File: src/rtl/anim_sequencer.sv
// Playlist controller for the LED animation mux: steps through the animation modes
// with a per-mode dwell time, a blanked gap between patterns and manual next/prev.
module anim_sequencer #(
    parameter int unsigned NUM_MODES     = 5,
    parameter int unsigned TICK_DIV      = 1_000_000,
    parameter logic [7:0]  DWELL_DEFAULT = 8'd20,
    parameter int unsigned BLANK_TICKS   = 2
) (
    input  logic       clk,
    input  logic       rst,
    input  logic       run,
    input  logic       auto_en,
    input  logic       btn_next,
    input  logic       btn_prev,
    input  logic       cfg_we,
    input  logic [2:0] cfg_addr,
    input  logic [7:0] cfg_dwell,
    output logic [2:0] mode,
    output logic       en,
    output logic       wrap
);

    localparam int unsigned PW = $clog2(TICK_DIV);
    localparam int unsigned BW = (BLANK_TICKS > 1) ? $clog2(BLANK_TICKS + 1) : 1;
    localparam logic [PW-1:0] TICK_LAST  = PW'(TICK_DIV - 1);
    localparam logic [2:0]    LAST_MODE  = 3'(NUM_MODES - 1);
    localparam logic [BW-1:0] BLANK_LOAD = BW'(BLANK_TICKS);

    typedef enum logic [1:0] {
        IDLE  = 2'd0,
        SHOW  = 2'd1,
        BLANK = 2'd2
    } state_t;

    state_t          state_q, state_d;
    logic [2:0]      mode_q, mode_d;
    logic            en_q, en_d;
    logic            wrap_q, wrap_d;
    logic [7:0]      dwell_cnt_q, dwell_cnt_d;
    logic [BW-1:0]   blank_cnt_q, blank_cnt_d;
    logic [PW-1:0]   presc_q;
    logic            next_q, prev_q;
    logic [7:0]      dwell_q [8];

    logic            tick;
    logic            next_edge, prev_edge;
    logic            step_fwd, step_bwd, step;
    logic [2:0]      mode_nxt, mode_prv, step_mode;
    logic            go_gap;

    assign tick      = (presc_q == TICK_LAST);
    assign next_edge = btn_next & ~next_q;
    assign prev_edge = btn_prev & ~prev_q;
    // Simultaneous next and prev edges cancel each other.
    assign step_fwd  = next_edge & ~prev_edge;
    assign step_bwd  = prev_edge & ~next_edge;
    assign step      = step_fwd | step_bwd;
    assign mode_nxt  = (mode_q == LAST_MODE) ? 3'd0 : mode_q + 3'd1;
    assign mode_prv  = (mode_q == 3'd0) ? LAST_MODE : mode_q - 3'd1;
    assign step_mode = step_fwd ? mode_nxt : mode_prv;

    // Prescaler, button edge registers and dwell table.
    always_ff @(posedge clk) begin
        if (rst) begin
            presc_q <= '0;
            next_q  <= 1'b0;
            prev_q  <= 1'b0;
            for (int i = 0; i < 8; i++) begin
                dwell_q[i] <= DWELL_DEFAULT;
            end
        end else begin
            presc_q <= tick ? '0 : presc_q + PW'(1);
            next_q  <= btn_next;
            prev_q  <= btn_prev;
            if (cfg_we && (32'(cfg_addr) < NUM_MODES)) begin
                dwell_q[cfg_addr] <= cfg_dwell;
            end
        end
    end

    // FSM and output registers.
    always_ff @(posedge clk) begin
        if (rst) begin
            state_q     <= IDLE;
            mode_q      <= 3'd0;
            en_q        <= 1'b0;
            wrap_q      <= 1'b0;
            dwell_cnt_q <= 8'd0;
            blank_cnt_q <= '0;
        end else begin
            state_q     <= state_d;
            mode_q      <= mode_d;
            en_q        <= en_d;
            wrap_q      <= wrap_d;
            dwell_cnt_q <= dwell_cnt_d;
            blank_cnt_q <= blank_cnt_d;
        end
    end

    always_comb begin
        state_d     = state_q;
        mode_d      = mode_q;
        wrap_d      = 1'b0;
        dwell_cnt_d = dwell_cnt_q;
        blank_cnt_d = blank_cnt_q;
        go_gap      = 1'b0;

        case (state_q)
            IDLE: begin
                if (step) begin
                    mode_d = step_mode;
                end
                if (run) begin
                    state_d     = SHOW;
                    dwell_cnt_d = dwell_q[mode_d];
                end
            end
            SHOW: begin
                if (!run) begin
                    state_d = IDLE;
                end else if (step) begin
                    mode_d = step_mode;
                    go_gap = 1'b1;
                end else if (auto_en && tick && (dwell_q[mode_q] != 8'd0)
                             && (dwell_cnt_q != 8'd0)) begin
                    if (dwell_cnt_q == 8'd1) begin
                        mode_d = mode_nxt;
                        wrap_d = (mode_q == LAST_MODE);
                        go_gap = 1'b1;
                    end else begin
                        dwell_cnt_d = dwell_cnt_q - 8'd1;
                    end
                end
            end
            BLANK: begin
                if (!run) begin
                    state_d = IDLE;
                end else if (step) begin
                    mode_d      = step_mode;
                    blank_cnt_d = BLANK_LOAD;
                end else if (tick) begin
                    if (blank_cnt_q <= BW'(1)) begin
                        state_d     = SHOW;
                        blank_cnt_d = '0;
                        dwell_cnt_d = dwell_q[mode_q];
                    end else begin
                        blank_cnt_d = blank_cnt_q - BW'(1);
                    end
                end
            end
            default: begin
                state_d = IDLE;
            end
        endcase

        // Leaving a pattern: blank gap, or reload straight into the next pattern.
        if (go_gap) begin
            if (BLANK_TICKS == 0) begin
                state_d     = SHOW;
                dwell_cnt_d = dwell_q[mode_d];
            end else begin
                state_d     = BLANK;
                blank_cnt_d = BLANK_LOAD;
            end
        end

        en_d = (state_d == SHOW);
    end

    assign mode = mode_q;
    assign en   = en_q;
    assign wrap = wrap_q;

endmodule
File: config.mk
export PLATFORM = sky130hd
export DESIGN_NAME = anim_sequencer
export DESIGN_NICKNAME = d
export VERILOG_FILES = /design/src/rtl/anim_sequencer.sv
export SDC_FILE = /design/constraint.sdc
export NUM_CORES = 1
export LEC_CHECK = 0
export BUFFER_PORTS_ARGS = -buffer_cell sky130_fd_sc_hd__buf_2
export CORE_MARGIN = 1.5
export CORE_UTILIZATION = 40
export CTS_BUF_LIST = sky130_fd_sc_hd__clkbuf_8
export DETAILED_ROUTE_END_ITERATION = 12
export RECOVER_POWER = 50
export SLEW_MARGIN = 40
export SYNTH_ARGS = -nofsm -noshare
export SYNTH_HDL_FRONTEND = slang
export SYNTH_SLANG_ARGS = --single-unit
File: constraint.sdc
create_clock -name clk -period 5.1 [get_ports clk]
set_input_delay 1.02 -clock clk [delete_from_list [all_inputs] [get_ports clk]]
set_output_delay 1.02 -clock clk [all_outputs]
set_load 0.01 [all_outputs]
# Word-level counts from Yosys, hierarchy flattened

Memory sizes are Yosys's and may differ from the RTL's. A register that Yosys moved wholly into a read port is not among the register bits.
Cells that the tools add are included.

Memories kept: 1
Output and inout port bits: 5
Register bits after elaboration: 39
Memory bits (writable): 64
Input bits: 18
Word-level logic and storage cells: 119

Memories:

| name    | depth | bits a word | read ports | clocked after memory_dff | wr ports | RTL line | source |
|---|---|---|---|---|---|---|---|
| dwell_q | 8     | 8           | 2          | 1                        | 8        | 43       | `logic [7:0] dwell_q [8];` |

$add $sub $neg: 5
Multiplexer cells: 50
Reductions and logical operators: 21
Bitwise operators: 13
$lt $le $gt $ge: 2
Equal/unequal tests: 17

Operator list:

| cell                  | count |
|---|---|
| $mux 8                | 10 |
| $mux 3                | 13 |
| $mux 2                | 13 |
| $pmux 8 s3            | 1 |
| $add 20x1->20 const B | 1 |
| $eq 20x20->1 const B  | 1 |
| $ne 2x2->1 const B    | 9 |
| $reduce_bool 8->1     | 2 |
| $mux 1                | 11 |
| $reduce_and 10->1     | 1 |
| $pmux 3 s3            | 1 |
| $eq 8x1->1 const B    | 1 |
| $not 1->1             | 8 |
| $reduce_or 8->1       | 1 |
| $sub 8x1->8 const B   | 1 |
| $ne 3x3->1 const B    | 2 |
| $pmux 2 s3            | 1 |
| $reduce_and 3->1      | 2 |
| $reduce_bool 2->1     | 3 |
| $reduce_bool 3->1     | 2 |
| $reduce_or 6->1       | 1 |
| $reduce_and 5->1      | 1 |
| $and 1x1->1           | 4 |
| $eq 2x1->1 const B    | 2 |
| other kinds (12)      | 16 |

# Longest topological paths before layout

Depth after elaboration: 10
Gate-level depth with buffers: 11

# Worst setup path before layout

OpenSTA, ideal clock, no wires.

Path type: input-to-reg
Start: input btn_next
End: register dwell_cnt_q[0]
Required time: 4.999 ns
Path buffers: 3
Slack: 1.738 ns
Arrival: 3.261 ns
Cell stages on the path: 11
Library setup time: 0.101 ns
Cell sequence: nor2b_1 -> ha_1 -> clkbuf_1 -> nor2_1 -> a221oi_1 -> buf_2 -> buf_1 -> a211oi_1 -> a311oi_1 -> nor2_1 -> o41ai_1

Word-level cells in the longest chain between the ends: 9
Elaborated cells between the ends (all ways): 14
Those cells by class: eq/ne: 2; mux: 5; bitwise: 5; reduce/logical: 1; memory: 1

RTL lines:

| element              | RTL line | source |
|---|---|---|
| from (decl)          | 13       | `input logic btn_next,` |
| $and 1x1->1 (*)      | 52       | `assign next_edge = btn_next & ~next_q;` |
| $not 1->1            | 56       | `assign step_bwd = prev_edge & ~next_edge;` |
| $and 1x1->1          | 56       |  |
| $or 1x1->1           | 57       | `assign step = step_fwd \| step_bwd;` |
| $mux 3               | -        |  |
| $mux 3               | 108      | `case (state_q)` |
| $mem_v2 8x8          | -        |  |
| $mux 8               | 113      | `if (run) begin` |
| $pmux 8 s3           | 108      |  |
| to (signal assigned) | 95       | `dwell_cnt_q <= dwell_cnt_d;` |
| to (decl)            | 39       | `logic [7:0] dwell_cnt_q, dwell_cnt_d;` |

Every way passes the cells marked *; elsewhere a longest branch is shown, timed or not. The select of a mux whose other input is x is not followed.
A chain may end at the register's enable or synchronous reset.

# Final worst setup path

Start: input btn_next
End: register dwell_cnt_q[2]

Same word-level chain as after synthesis.

==> qor.yml <==
status:
  outcome: "finished with violations"
  violations: "max-capacitance violations, max-slew violations"
drt:
  routed_wl_um: 13000
  wl_per_cell_um: 17.2
  wl_met3_um: 634
  vias: 4186
  postRouteAntennaNets: 0
  top_layer_used: "met4"
  via_per_inst: 5.53
  drc: 0
  drtPass1Iterations: 5
  met2_length_um: 6070
  drtIter0Drc: 330
  drt-met1-wl_um: 6040
run:
  max_cap_viol_count: 1
placed_design:
  gp_congestion: 0.899
  portBuffers: 22
  placed_area_mm2: 0.00626
  dpl.hpwl_um: 9730
  place_inst: 741
global_route:
  grt_max_degree: 46
  grt_pass1_vias: 4169
  grt_pass1_wl_um: 21700
  track_usage_pct: 17.5
  antenna_found_initial: 0
  gr-total-overflow: 0
critical_path:
  critical_path_required_ns: 5.37
  arrival_ns: 3.57
  path_max_fanout: 19
  path_class: "in2reg"
  crit_path_start_kind: "primary input"
  critPathCaptureType: "flip-flop"
  r2r_cells: 6
sta:
  min_period_ns: 3.30
  rsz0062_at_grt: "no"
  worst_hold_slack_ns: 0.470
  period_share_pct: 64.6
  finalSetupViolCount: 0
  setup_tns_ns: 0
  fin_skew_ns: 0.0115
  max_clock_freq_mhz: 303
  hold_viol: 0
  tightest_slew_ns: 2.40
  slew_viol_final: 46
  relSlewSlack_pct: -60.0
clock_tree:
  root_buffer: "clkbuf_8"
  tritoncts: "yes"
  clkSlewWorstSetupHoldPaths_ns: 0.10
  cts_hold_buf: 0
  ctsResizeCount: 0
  clk_latency_ns: 0.39
  cts_inserted_buffers: 9
  cts_setup_buffers: 0
  h-tree-depth: 3
  numClockSinks: 106
  clockBufferDepth: 2
synth:
  synthFlopType: "edfxtp_1"
  synth_cell_type_count: 63
  syn-instance-count: 534
  syn_avg_cell_area_um2: 11.0
  synthSimpleGateAreaFrac_pct: 18.2
  syn_area_mm2: 0.00590
  synth_top_family_by_area: "simple AND/OR/NAND/NOR gates"
  synth-adder-area-share_pct: 2.54
  yosys_warnings: 0
  ys_seq_area_share_pct: 46.8
  synth_xor_area_share_pct: 3.56
  synth_mux_area_share_pct: 13.7
  ys_seq_elements: 106
  synth_edf_count: 64
  synth-async-reset-ratio_pct: 0
  synth-compound-area-share_pct: 11.1
power_and_ir_drop:
  p_per_area_mw_per_mm2: 358
  p_leak_nw: 2.30
  worst_ir_drop_vdd_mv: 0.185
  total_power_w: 0.00231
die:
  fp.dieW_um: 124
  die-area_mm2: 0.0155
  die-height_um: 124
  rows: 44
  core-area_mm2: 0.0145
  pin_count: 23
  initial_core_util_pct: 40.8
hold_path:
  hold_class: "reg2reg"
  whs_path_depth: 1
cells_and_area:
  syn_to_final_growth_pct: 9.14
  final_cells: 757
  layout_common_cells: "64 x edfxtp_1, 43 x nor2_1, 41 x dfxtp_1, 30 x nand2_1, 30 x mux2i_1"
  drive_gt1_share_pct: 11.2
  regArea_mm2: 0.00276
  num_antenna_cells: 0
  multi_input_area_mm2: 0.00301
  fillers: 1366
  layout_commonest_cell: "edfxtp_1"
  fin_area_mm2: 0.00644
  layout.nets: 598
-- area by class of cell --
class	count	share of cell area, %
multi-input combinational	400	46.8
clock buffer	9	1.92
inverter	21	1.22
timing repair buffer	30	2.39
sequential	106	42.9
tap	184	3.57
clock inverter	7	1.17
-- cell usage after synthesis, types with 14 or more instances --
master     n  area [um2]
nor2_1    43         161
inv_1     20        75.1
edfxtp_1  64        1920
nand2b_1  14        87.6
clkbuf_1  20        75.1
dfxtp_1   42         841
and2_1    33         206
xor2_1    16         140
a21oi_1   18        90.1
mux4_1    16         420
mux2i_1   30         300
nand2_1   30         113
-- worst paths after layout --
kind | startpoint | end | slack (ns)
setup / recovery | btn_next | dwell_cnt_q[2] | 1.80
hold / removal | presc_q[0] | presc_q[0] | 0.47
setup reg to reg | flip-flop | dwell_cnt_q[2] | 1.86
hold reg to reg | presc_q[0] | presc_q[0] | 0.47
-- cells by family (layout without fill, tap and decap cells) --
logic type | count (synthesis) | after routing
AND/OR/NAND/NOR | 197 | 197
flip-flops | 106 | 106
AO/OA/AOI/OAI | 89 | 89
multiplexers | 54 | 54
buffers and inverters | 50 | 67
XOR/XNOR | 24 | 24
adder cells (fa/ha/maj) | 12 | 12
other | 2 | 24
-- registers in the layout, summed over array words and instances (netlist names), named ones only --
| name | flops |
|---|---|
| state_q | 2 |
| mode | 3 |
| dwell_q | 64 |
| en | 1 |
| next_q | 1 |
| blank_cnt_q | 2 |
| wrap | 1 |
| prev_q | 1 |
| presc_q | 20 |
| dwell_cnt_q | 8 |
-- power by group --
| part | switching, W | total (W) | leakage (nW) | internal, W |
|---|---|---|---|---|
| clock network | 0.000307 | 0.000537 | 0.0992 | 0.000231 |
| logic | 0.000382 | 0.000699 | 1.24 | 0.000317 |
| registers | 0.0000919 | 0.00107 | 0.965 | 0.000980 |
| total | 0.000780 | 0.00231 | 2.30 | 0.00153 |
-- worst max-delay path, stage by stage --
cell      delay (ns)
buf_2           0.10
nor2b_1         0.13
ha_1            0.29
buf_4           0.20
and2_1          0.25
a21oi_1         0.49
o21ai_0         0.41
o221ai_1        0.29
nor2_1          0.07
o41ai_1         0.31
-- metrics by stage --
step | worst slack, ns | utilization, %
2_1_floorplan | 1.74 | -
3_3_place_gp | 1.40 | 43.1
3_5_place_dp | 1.46 | 43.2
4_1_cts | 1.66 | 44.6
5_1_grt | 1.55 | 44.5
6_report | 1.80 | 44.5
-- per-layer routing --
layer  track usage [%]  up-vias
met3              4.90       26
met4              5.27        0
met1              22.4     1991
met5                 0        -
met2              28.6      111
li1                  -     2058
Power figures use the tool's default switching activity.
